[config.mk]
export PLATFORM = sky130hd
export DESIGN_NAME = coreaxitoahbl_ram_strb_sync
export DESIGN_NICKNAME = d
export VERILOG_FILES = /design/src/rtl/coreaxitoahbl_ram_strb_sync.sv
export SDC_FILE = /design/constraint.sdc
export NUM_CORES = 1
export LEC_CHECK = 0
export BUFFER_PORTS_ARGS = -buffer_cell sky130_fd_sc_hd__buf_2
export CORE_ASPECT_RATIO = 1.75
export CORE_MARGIN = 2
export CORE_UTILIZATION = 55
export DETAILED_ROUTE_END_ITERATION = 10
export PLACE_DENSITY = 0.78
export SLEW_MARGIN = 40
export SYNTH_ARGS = -nofsm -noshare
export SYNTH_HDL_FRONTEND = slang
export SYNTH_SLANG_ARGS = --single-unit
[constraint.sdc]
create_clock -name CLK -period 2 [get_ports CLK]
set_clock_uncertainty 0.1 [all_clocks]
set_input_delay 0.2 -clock CLK [delete_from_list [all_inputs] [get_ports CLK]]
set_output_delay 0.2 -clock CLK [all_outputs]
set_load 0.02 [all_outputs]
[src/rtl/coreaxitoahbl_ram_strb_sync.sv]
// Byte-strobed RAM with a two-stage write path (pending register, then commit),
// per-entry valid bits, optional forwarding of the pending write to the read
// port, and either a combinational or a registered read port.
module coreaxitoahbl_ram_strb_sync #(
  parameter int AXI_DWIDTH    = 64,
  parameter int AXI_STRBWIDTH = 8,
  parameter int DEPTH         = 16,
  parameter int ADDR_WIDTH    = 4,
  parameter int RD_MODE       = 0,
  parameter int FWD_EN        = 1
) (
  input  logic                     CLK,
  input  logic                     RESET,
  input  logic                     wrEn,
  input  logic [ADDR_WIDTH-1:0]    wrAddr,
  input  logic [AXI_DWIDTH-1:0]    wrData,
  input  logic [AXI_STRBWIDTH-1:0] wrStrb,
  input  logic                     clrValid,
  input  logic                     rdEn,
  input  logic [ADDR_WIDTH-1:0]    rdAddr,
  output logic [AXI_DWIDTH-1:0]    rdData,
  output logic                     rdValid
);

  localparam int IDXW = (DEPTH > 1) ? $clog2(DEPTH) : 1;
  localparam logic [ADDR_WIDTH:0] DEPTH_LIM = (ADDR_WIDTH + 1)'(DEPTH);

  logic [AXI_DWIDTH-1:0]    mem [DEPTH];
  logic [DEPTH-1:0]         validBits;

  logic                     pendValid;
  logic [ADDR_WIDTH-1:0]    pendAddr;
  logic [AXI_DWIDTH-1:0]    pendData;
  logic [AXI_STRBWIDTH-1:0] pendStrb;

  logic                     wrInRange;
  logic                     rdInRange;
  logic [IDXW-1:0]          pendIdx;
  logic [IDXW-1:0]          rdIdx;

  logic [AXI_DWIDTH-1:0]    rdWordC;
  logic                     rdValidC;

  assign wrInRange = ({1'b0, wrAddr} < DEPTH_LIM);
  assign rdInRange = ({1'b0, rdAddr} < DEPTH_LIM);
  assign pendIdx   = pendAddr[IDXW-1:0];
  assign rdIdx     = rdAddr[IDXW-1:0];

  // Pending stage and valid bits; out-of-range writes never become pending,
  // so they can neither touch memory nor set a valid bit.
  always_ff @(posedge CLK) begin
    if (RESET) begin
      pendValid <= 1'b0;
      pendAddr  <= '0;
      pendData  <= '0;
      pendStrb  <= '0;
      validBits <= '0;
    end else begin
      pendValid <= wrEn && wrInRange;
      if (wrEn) begin
        pendAddr <= wrAddr;
        pendData <= wrData;
        pendStrb <= wrStrb;
      end
      if (clrValid) begin
        validBits <= '0;
      end else if (pendValid) begin
        validBits[pendIdx] <= 1'b1;
      end
    end
  end

  // Commit of the pending write into the array; the array itself is never reset,
  // but a reset edge suppresses the commit of an outstanding write.
  always_ff @(posedge CLK) begin
    if (!RESET && pendValid) begin
      for (int unsigned b = 0; b < AXI_STRBWIDTH; b++) begin
        if (pendStrb[b]) begin
          mem[pendIdx][8*b +: 8] <= pendData[8*b +: 8];
        end
      end
    end
  end

  // Read lookup: memory word plus byte-wise overlay of a matching pending write.
  always_comb begin
    rdWordC  = '0;
    rdValidC = 1'b0;
    if (rdInRange) begin
      rdWordC  = mem[rdIdx];
      rdValidC = validBits[rdIdx];
      if ((FWD_EN != 0) && pendValid && (pendAddr == rdAddr)) begin
        for (int unsigned b = 0; b < AXI_STRBWIDTH; b++) begin
          if (pendStrb[b]) begin
            rdWordC[8*b +: 8] = pendData[8*b +: 8];
          end
        end
        rdValidC = 1'b1;
      end
    end
  end

  generate
    if (RD_MODE == 0) begin : gAsyncRead
      logic unusedRdEn;
      assign unusedRdEn = rdEn;
      assign rdData     = rdWordC;
      assign rdValid    = rdValidC;
    end else begin : gRegRead
      logic [AXI_DWIDTH-1:0] rdDataQ;
      logic                  rdValidQ;

      // Registered read: capture the lookup on rdEn, hold otherwise.
      always_ff @(posedge CLK) begin
        if (RESET) begin
          rdDataQ  <= '0;
          rdValidQ <= 1'b0;
        end else if (rdEn) begin
          rdDataQ  <= rdWordC;
          rdValidQ <= rdValidC;
        end
      end

      assign rdData  = rdDataQ;
      assign rdValid = rdValidQ;
    end
  endgenerate

endmodule

==> results of run 1 <==
==> through the flow <==
step	instance area [um2]	power, uW	setup TNS, ns	instances
after global routing	52900	48900	-45.49	3766
after detailed placement	48000	29100	-23.91	3480
after global placement	48000	29100	-22.08	3480
after floorplan	43200	27900	-65.71	2126
after CTS	52700	47900	-43.82	3763
final	52900	47800	-41.19	3767
==> metal layers <==
| metal | wire, um | vias up | track usage, % |
|---|---|---|---|
| li1 | - | 9719 | - |
| met1 | 36000 | 12000 | 31.5 |
| met2 | 57600 | 1146 | 48.2 |
| met3 | 7580 | 263 | 4.20 |
| met4 | 4360 | 4 | 11.1 |
| met5 | 23 | - | 0 |
==> path summary, 6_finish.rpt <==
kind,cells after the start,endpoint,slack [ns],startpoint
worst max-delay path,5,rdData[18],-0.70,mem[5][18]$_DFFE_PP_
worst min-delay path,3,pendValid$_SDFF_PP0_,0.09,wrEn
worst max register to register,5,pendData[6]$_SDFFE_PP0P_,0.05,pendData[6]$_SDFFE_PP0P_
worst min register to register,2,validBits[10]$_SDFFE_PP0P_,0.37,validBits[10]$_SDFFE_PP0P_
==> area by class of cell <==
type,instances,area (um2)
flip-flops and latches,1117,32600
fillers,4517,24700
multi-input cells,881,10300
repair buffers,570,5520
clock buffers,117,2470
well taps,1027,1280
clock inverters,53,684
inverters,1,3.75
diodes,1,2.50
==> power groups by stage <==
| stage | Clock [uW] | Combinational, uW | Sequential (uW) |
|---|---|---|---|
| after floorplan | 0 | 1610 | 26300 |
| after global placement | 0 | 2610 | 26400 |
| after detailed placement | 0 | 2650 | 26500 |
| after CTS | 18900 | 3020 | 26000 |
| after global routing | 19700 | 3210 | 26000 |
| final | 18700 | 3060 | 26000 |
==> critical path: stages, from the launching register on <==
cell	delay [ns]
edfxtp_1	0.43
mux4_2	0.55
a22oi_2	0.20
nand2_1	0.11
mux2_4	0.29
buf_6	0.14
==> registers in the layout (all words and copies together), names as in the netlist <==
register and count:
pendAddr 4, validBits 16, pendStrb 8, pendValid 1
mem 1024, pendData 64
==> repair_timing <==
item | CTS | global route
gates resized for setup | 113 | 23
pin swaps | 30 | 3
hold endpoints to repair | 93 | 0
hold buffers | 113 | 0
buffers inserted | 0 | 3
endpoints found under the setup margin | 77 | 346
==> cell usage in the layout, fill, tap and decap left out, types with 4 or more instances in the layout <==
cell type,count
a41oi_1,6
mux2_4,17
a22oi_2,42
mux4_1,5
clkbuf_1,18
clkinv_1,9
nor2_1,187
clkinv_4,4
edfxtp_1,1024
a22oi_1,86
buf_2,114
nor2b_4,5
mux2_2,47
clkbuf_8,7
nor2_2,35
buf_12,90
nand3_4,5
mux2i_1,76
clkinv_8,4
nand2_1,79
clkinvlp_4,5
clkinv_2,15
buf_6,26
buf_4,225
clkbuf_16,92
a31oi_1,9
dlygate4sd3_1,113
nand3_1,6
bufinv_16,13
dfxtp_1,90
mux4_2,256
==> kinds of logic after synthesis <==
| logic type | synth area share (%) |
|---|---|
| and+or+nand+nor | 3.07 |
| buffers and inverters | 1.67 |
| DFF | 75.6 |
| xor gates and xnor gates | 0.0812 |
| AOI/OAI and AO/OA | 2.51 |
| muxes | 17.1 |
==> results_dict.tcl, run 1 <==
set metrics [dict create \
    post_synth.cell_area_avg_um2 20.3 \
    insertion_delay_ns 0.69 \
    fin_util_pct 68.2 \
    routabilityCongestion 0.825 \
    clk_pin_slew_ns 0.07 \
    synth_edf_count 1024 \
    yosysTopAreaCell "edfxtp_1" \
    synth.distinct_cells 31 \
    power_density_nw_per_um2 904 \
    ir_drop_mv 0.753 \
    synth_nets 2211 \
    max_freq_ghz 0.370 \
    post_drt_wl_per_cell_um 28.0 \
    power_frac_clock_pct 39.2 \
    synth.top_cells.by_area "edfxtp_1 71%, mux4_2 13%, dfxtp_1 4.3%, a22oi_1 2.2%, nor2_1 1.9%" \
    power.leakage_uw 0.0175 \
    antenna_found_initial 2 \
    slew_headroom_pct 49.1 \
    wl_um 106000 \
    status "finished with violations" \
    antenna_left 0 \
    required_ns 1.70 \
    drtPass1Iterations 5 \
    p_int_uw 37600 \
    slew_viol_final 0 \
    die-area_um2 80800 \
    numClockSinks 1117 \
    worst_slew_pin_slew_ns 0.762 \
    vias 23200 \
    dpl.hpwl_um 69600 \
    pre_cts_ws_ns -0.470 \
    syn_inst 2126 \
    grt_pass1_wl_um 157000 \
    ys_async_sr_fraction_pct 0 \
    ys_ff_latch 1117 \
    finalCriticalPeriod_ns 2.70 \
    cts_tree "built" \
    cp_max_fo 1 \
    grt_pass1_vias 24500 \
    ios 150 \
    hp-class "in2reg" \
    clock-root-buffer "clkbuf_16" \
    syn_area_um2 43200 \
    num_rows 135 \
    cts_made_buffers 92 \
    area_delta_synth_final_pct 22.5 \
    die_height_um 375 \
    setup_viol 65 \
    nets 2748 \
    pwr-share-seq_pct 54.4 \
    p_sw_uw 10100 \
    p_comb_share_pct 6.4 \
    overflow 0 \
    drcViolationCount 0 \
    clockBufferDepth 3 \
    hold_slack_ns 0.0939 \
    max-cap-violations 0 \
    synthTopCellsByCount "1024 x edfxtp_1, 254 x mux4_2, 223 x nor2_1" \
    start_kind "register" \
    finalHoldViolCount 0 \
    h-tree-depth 3 \
    post-route-period-util_pct 135 \
    failed_checks "setup timing" \
    drt_iter0_drc 2399 \
    die_x_um 216 \
    arrival_ns 2.40 \
    layout-drive-gt1-share_pct 37.3 \
    synth_top_area_share_pct 71.2 \
    swShare_pct 21.2 \
    yosysMostFrequentCell "edfxtp_1" \
    design.core.area_um2 77500 \
    seq_area_frac_synth_pct 75.6 \
    yosysWarnings 0 \
    criticalPathCategory "reg2out" \
    routed_via_density 6.15 \
    port_buffers 148 \
    fin_ws_ns -0.704 \
    rsz0062_at_grt "true" \
    start_util_pct 55.7 \
    grt_max_degree 79 \
    endpoint_kind "primary output" \
    ys.flop_type "edfxtp_1" \
    grt.total_usage_pct 26.6 \
]
(Power assumes the default switching activity.)
==> inputs of run 2 (changes only) <==
--- a/config.mk
+++ b/config.mk
@@ -10,6 +10,7 @@
 export CORE_MARGIN = 2
 export CORE_UTILIZATION = 55
 export DETAILED_ROUTE_END_ITERATION = 10
+export MAX_ROUTING_LAYER = met4
 export PLACE_DENSITY = 0.78
 export SLEW_MARGIN = 40
 export SYNTH_ARGS = -nofsm -noshare
==> run 2 against run 1 <==
Net effect:
- the run still ends with setup timing left
- wire length increased by 0.16%
- critical path depth grew 1
- sequential share of layout area fell by 0.085 points
- combinational power is essentially flat
- hold slack lost 0.0043 ns
- clock-buffer cell count is the same
- largest cell class unchanged
- highest routed layer is now met4
==> results_dict.tcl, run 2 (same netlist as run 1, synthesis figures left out) <==
set metrics [dict create \
    failed_checks "setup timing" \
    post-route-period-util_pct 135 \
    r2r_start "pendData[6]$_SDFFE_PP0P_" \
    insertion_delay_ns 0.69 \
    grt_max_degree 79 \
    dpl_cell_area_um2 48000 \
    worstHoldStart "wrEn" \
    drcViolationCount 0 \
    slowest_delay_ns 0.53 \
    crit_buf_inv 2 \
    setup_viol 65 \
    numClockSinks 1117 \
    crit_chain "mux4_2 -> a22oi_2 -> buf_4 -> nand2_2 -> mux2_4 -> buf_6" \
    worstHoldPathCells 3 \
    final_common_cell "edfxtp_1" \
    fin_ws_ns -0.703 \
    grt_pass1_wl_um 157000 \
    dp_cells 3480 \
    layout_common_cells "1024 x edfxtp_1, 255 x mux4_2, 220 x buf_4, 187 x nor2_1, 113 x dlygate4sd3_1" \
    reg2regPathDepth 5 \
    die-area_um2 80800 \
    slew_headroom_pct 48.7 \
    crit_family "multiplexers" \
    arrival_ns 2.40 \
    fin_util_pct 68.3 \
    finalCriticalPeriod_ns 2.70 \
    drt_iter0_drc 2373 \
    start_kind "register" \
    vias 23200 \
    routabilityCongestion 0.837 \
    antenna_found_initial 2 \
    port_buffers 148 \
    r2r-end "pendData[6]$_SDFFE_PP0P_" \
    num_rows 135 \
    r2r_slack_ns 0.04 \
    fin_area_um2 52900 \
    p_total_uw 47800 \
    startpoint "mem[5][36]$_DFFE_PP_" \
    cp_slowest_cell "mux4_2" \
    design.core.area_um2 77500 \
    max_freq_ghz 0.370 \
    power_density_nw_per_um2 903 \
    status "finished with violations" \
    ios 150 \
    hp-class "in2reg" \
    power.leakage_uw 0.0175 \
    max-cap-violations 0 \
    post_drt_wl_per_cell_um 28.1 \
    die_x_um 216 \
    wl_um 106000 \
    pre_cts_ws_ns -0.470 \
    slew_viol_final 0 \
    required_ns 1.70 \
    start_util_pct 55.7 \
    routed_via_density 6.17 \
    overflow 0 \
    cp_max_fo 1 \
    nets 2747 \
    clock-root-buffer "clkbuf_16" \
    ir_drop_mv 0.759 \
    finalHoldViolCount 0 \
    criticalPathCategory "reg2out" \
    h-tree-depth 3 \
    grt_pass1_vias 24400 \
    antenna_left 0 \
    die_height_um 375 \
    grt.total_usage_pct 27.4 \
    area_delta_synth_final_pct 22.6 \
    cts_made_buffers 92 \
    worst_slew_pin_slew_ns 0.769 \
    drtPass1Iterations 8 \
    clk_pin_slew_ns 0.07 \
    cts_tree "built" \
    hold_path_end "pendValid$_SDFF_PP0_" \
    instances_no_fill 3767 \
    regMostFlops "mem" \
    endpoint_kind "primary output" \
    dpl.hpwl_um 69600 \
    largest_reg_flops 1024 \
    layout-drive-gt1-share_pct 37.1 \
    clockBufferDepth 3 \
    rsz0062_at_grt "true" \
    reg.largest.list "mem (1024), pendData (64), validBits (16)" \
]
run 2: layout make-up:
type / count / area, um2
Clock buffer: 117 / 2470
Sequential cell: 1117 / 32600
Inverter: 1 / 3.75
Antenna cell: 2 / 5.00
Tap cell: 1027 / 1280
Clock inverter: 53 / 684
Fill cell: 4499 / 24600
Multi-Input combinational cell: 881 / 10300
Timing Repair Buffer: 569 / 5550
run 2: timing repair:
| item | 4_1_cts | 5_1_grt |
|---|---|---|
| pin swaps | 30 | 7 |
| resized for setup | 113 | 44 |
| cloned | 0 | 0 |
| hold buffers | 113 | 0 |
| buffers inserted | 0 | 3 |
| setup endpoints to repair | 77 | 352 |
| hold endpoints to repair | 93 | 0 |
run 2: worst max-delay path by stage:
stage / to / slack (ns) / depth (start not counted)
floorplan: mem[13][48]$_DFFE_PP_ / -0.12 / 5
global placement: rdData[34] / -0.46 / 8
detailed placement: rdData[34] / -0.47 / 8
CTS: rdData[36] / -0.72 / 6
global route: rdData[36] / -0.75 / 6
finish: rdData[36] / -0.70 / 6
run 2: where the power goes:
group / leakage, uW / switching, uW / total [uW] / internal [uW]
logic: 0.00642 / 1550 / 3090 / 1540
clock network: 0.00153 / 8200 / 18700 / 10500
registers: 0.00957 / 398 / 26000 / 25600
total: 0.0175 / 10100 / 47800 / 37600
run 2: metrics by stage:
step,TNS (ns),hold slack (ns)
2_1_floorplan,-65.71,0.247
3_3_place_gp,-22.08,0.330
3_5_place_dp,-23.91,0.342
4_1_cts,-43.82,0.0592
5_1_grt,-45.76,0.0940
6_report,-41.83,0.0896
run 2: tightest hold or removal path, cell delays in order:
cell	delay, ns
buf_4	0.24
buf_12	0.22
nor2b_1	0.15
run 2: layer usage:
layer,GRT usage (%),share of wire (%)
met2,48.2,55
met1,31.8,34
met5,-,0
met3,3.93,7.4
met4,10.8,3.8
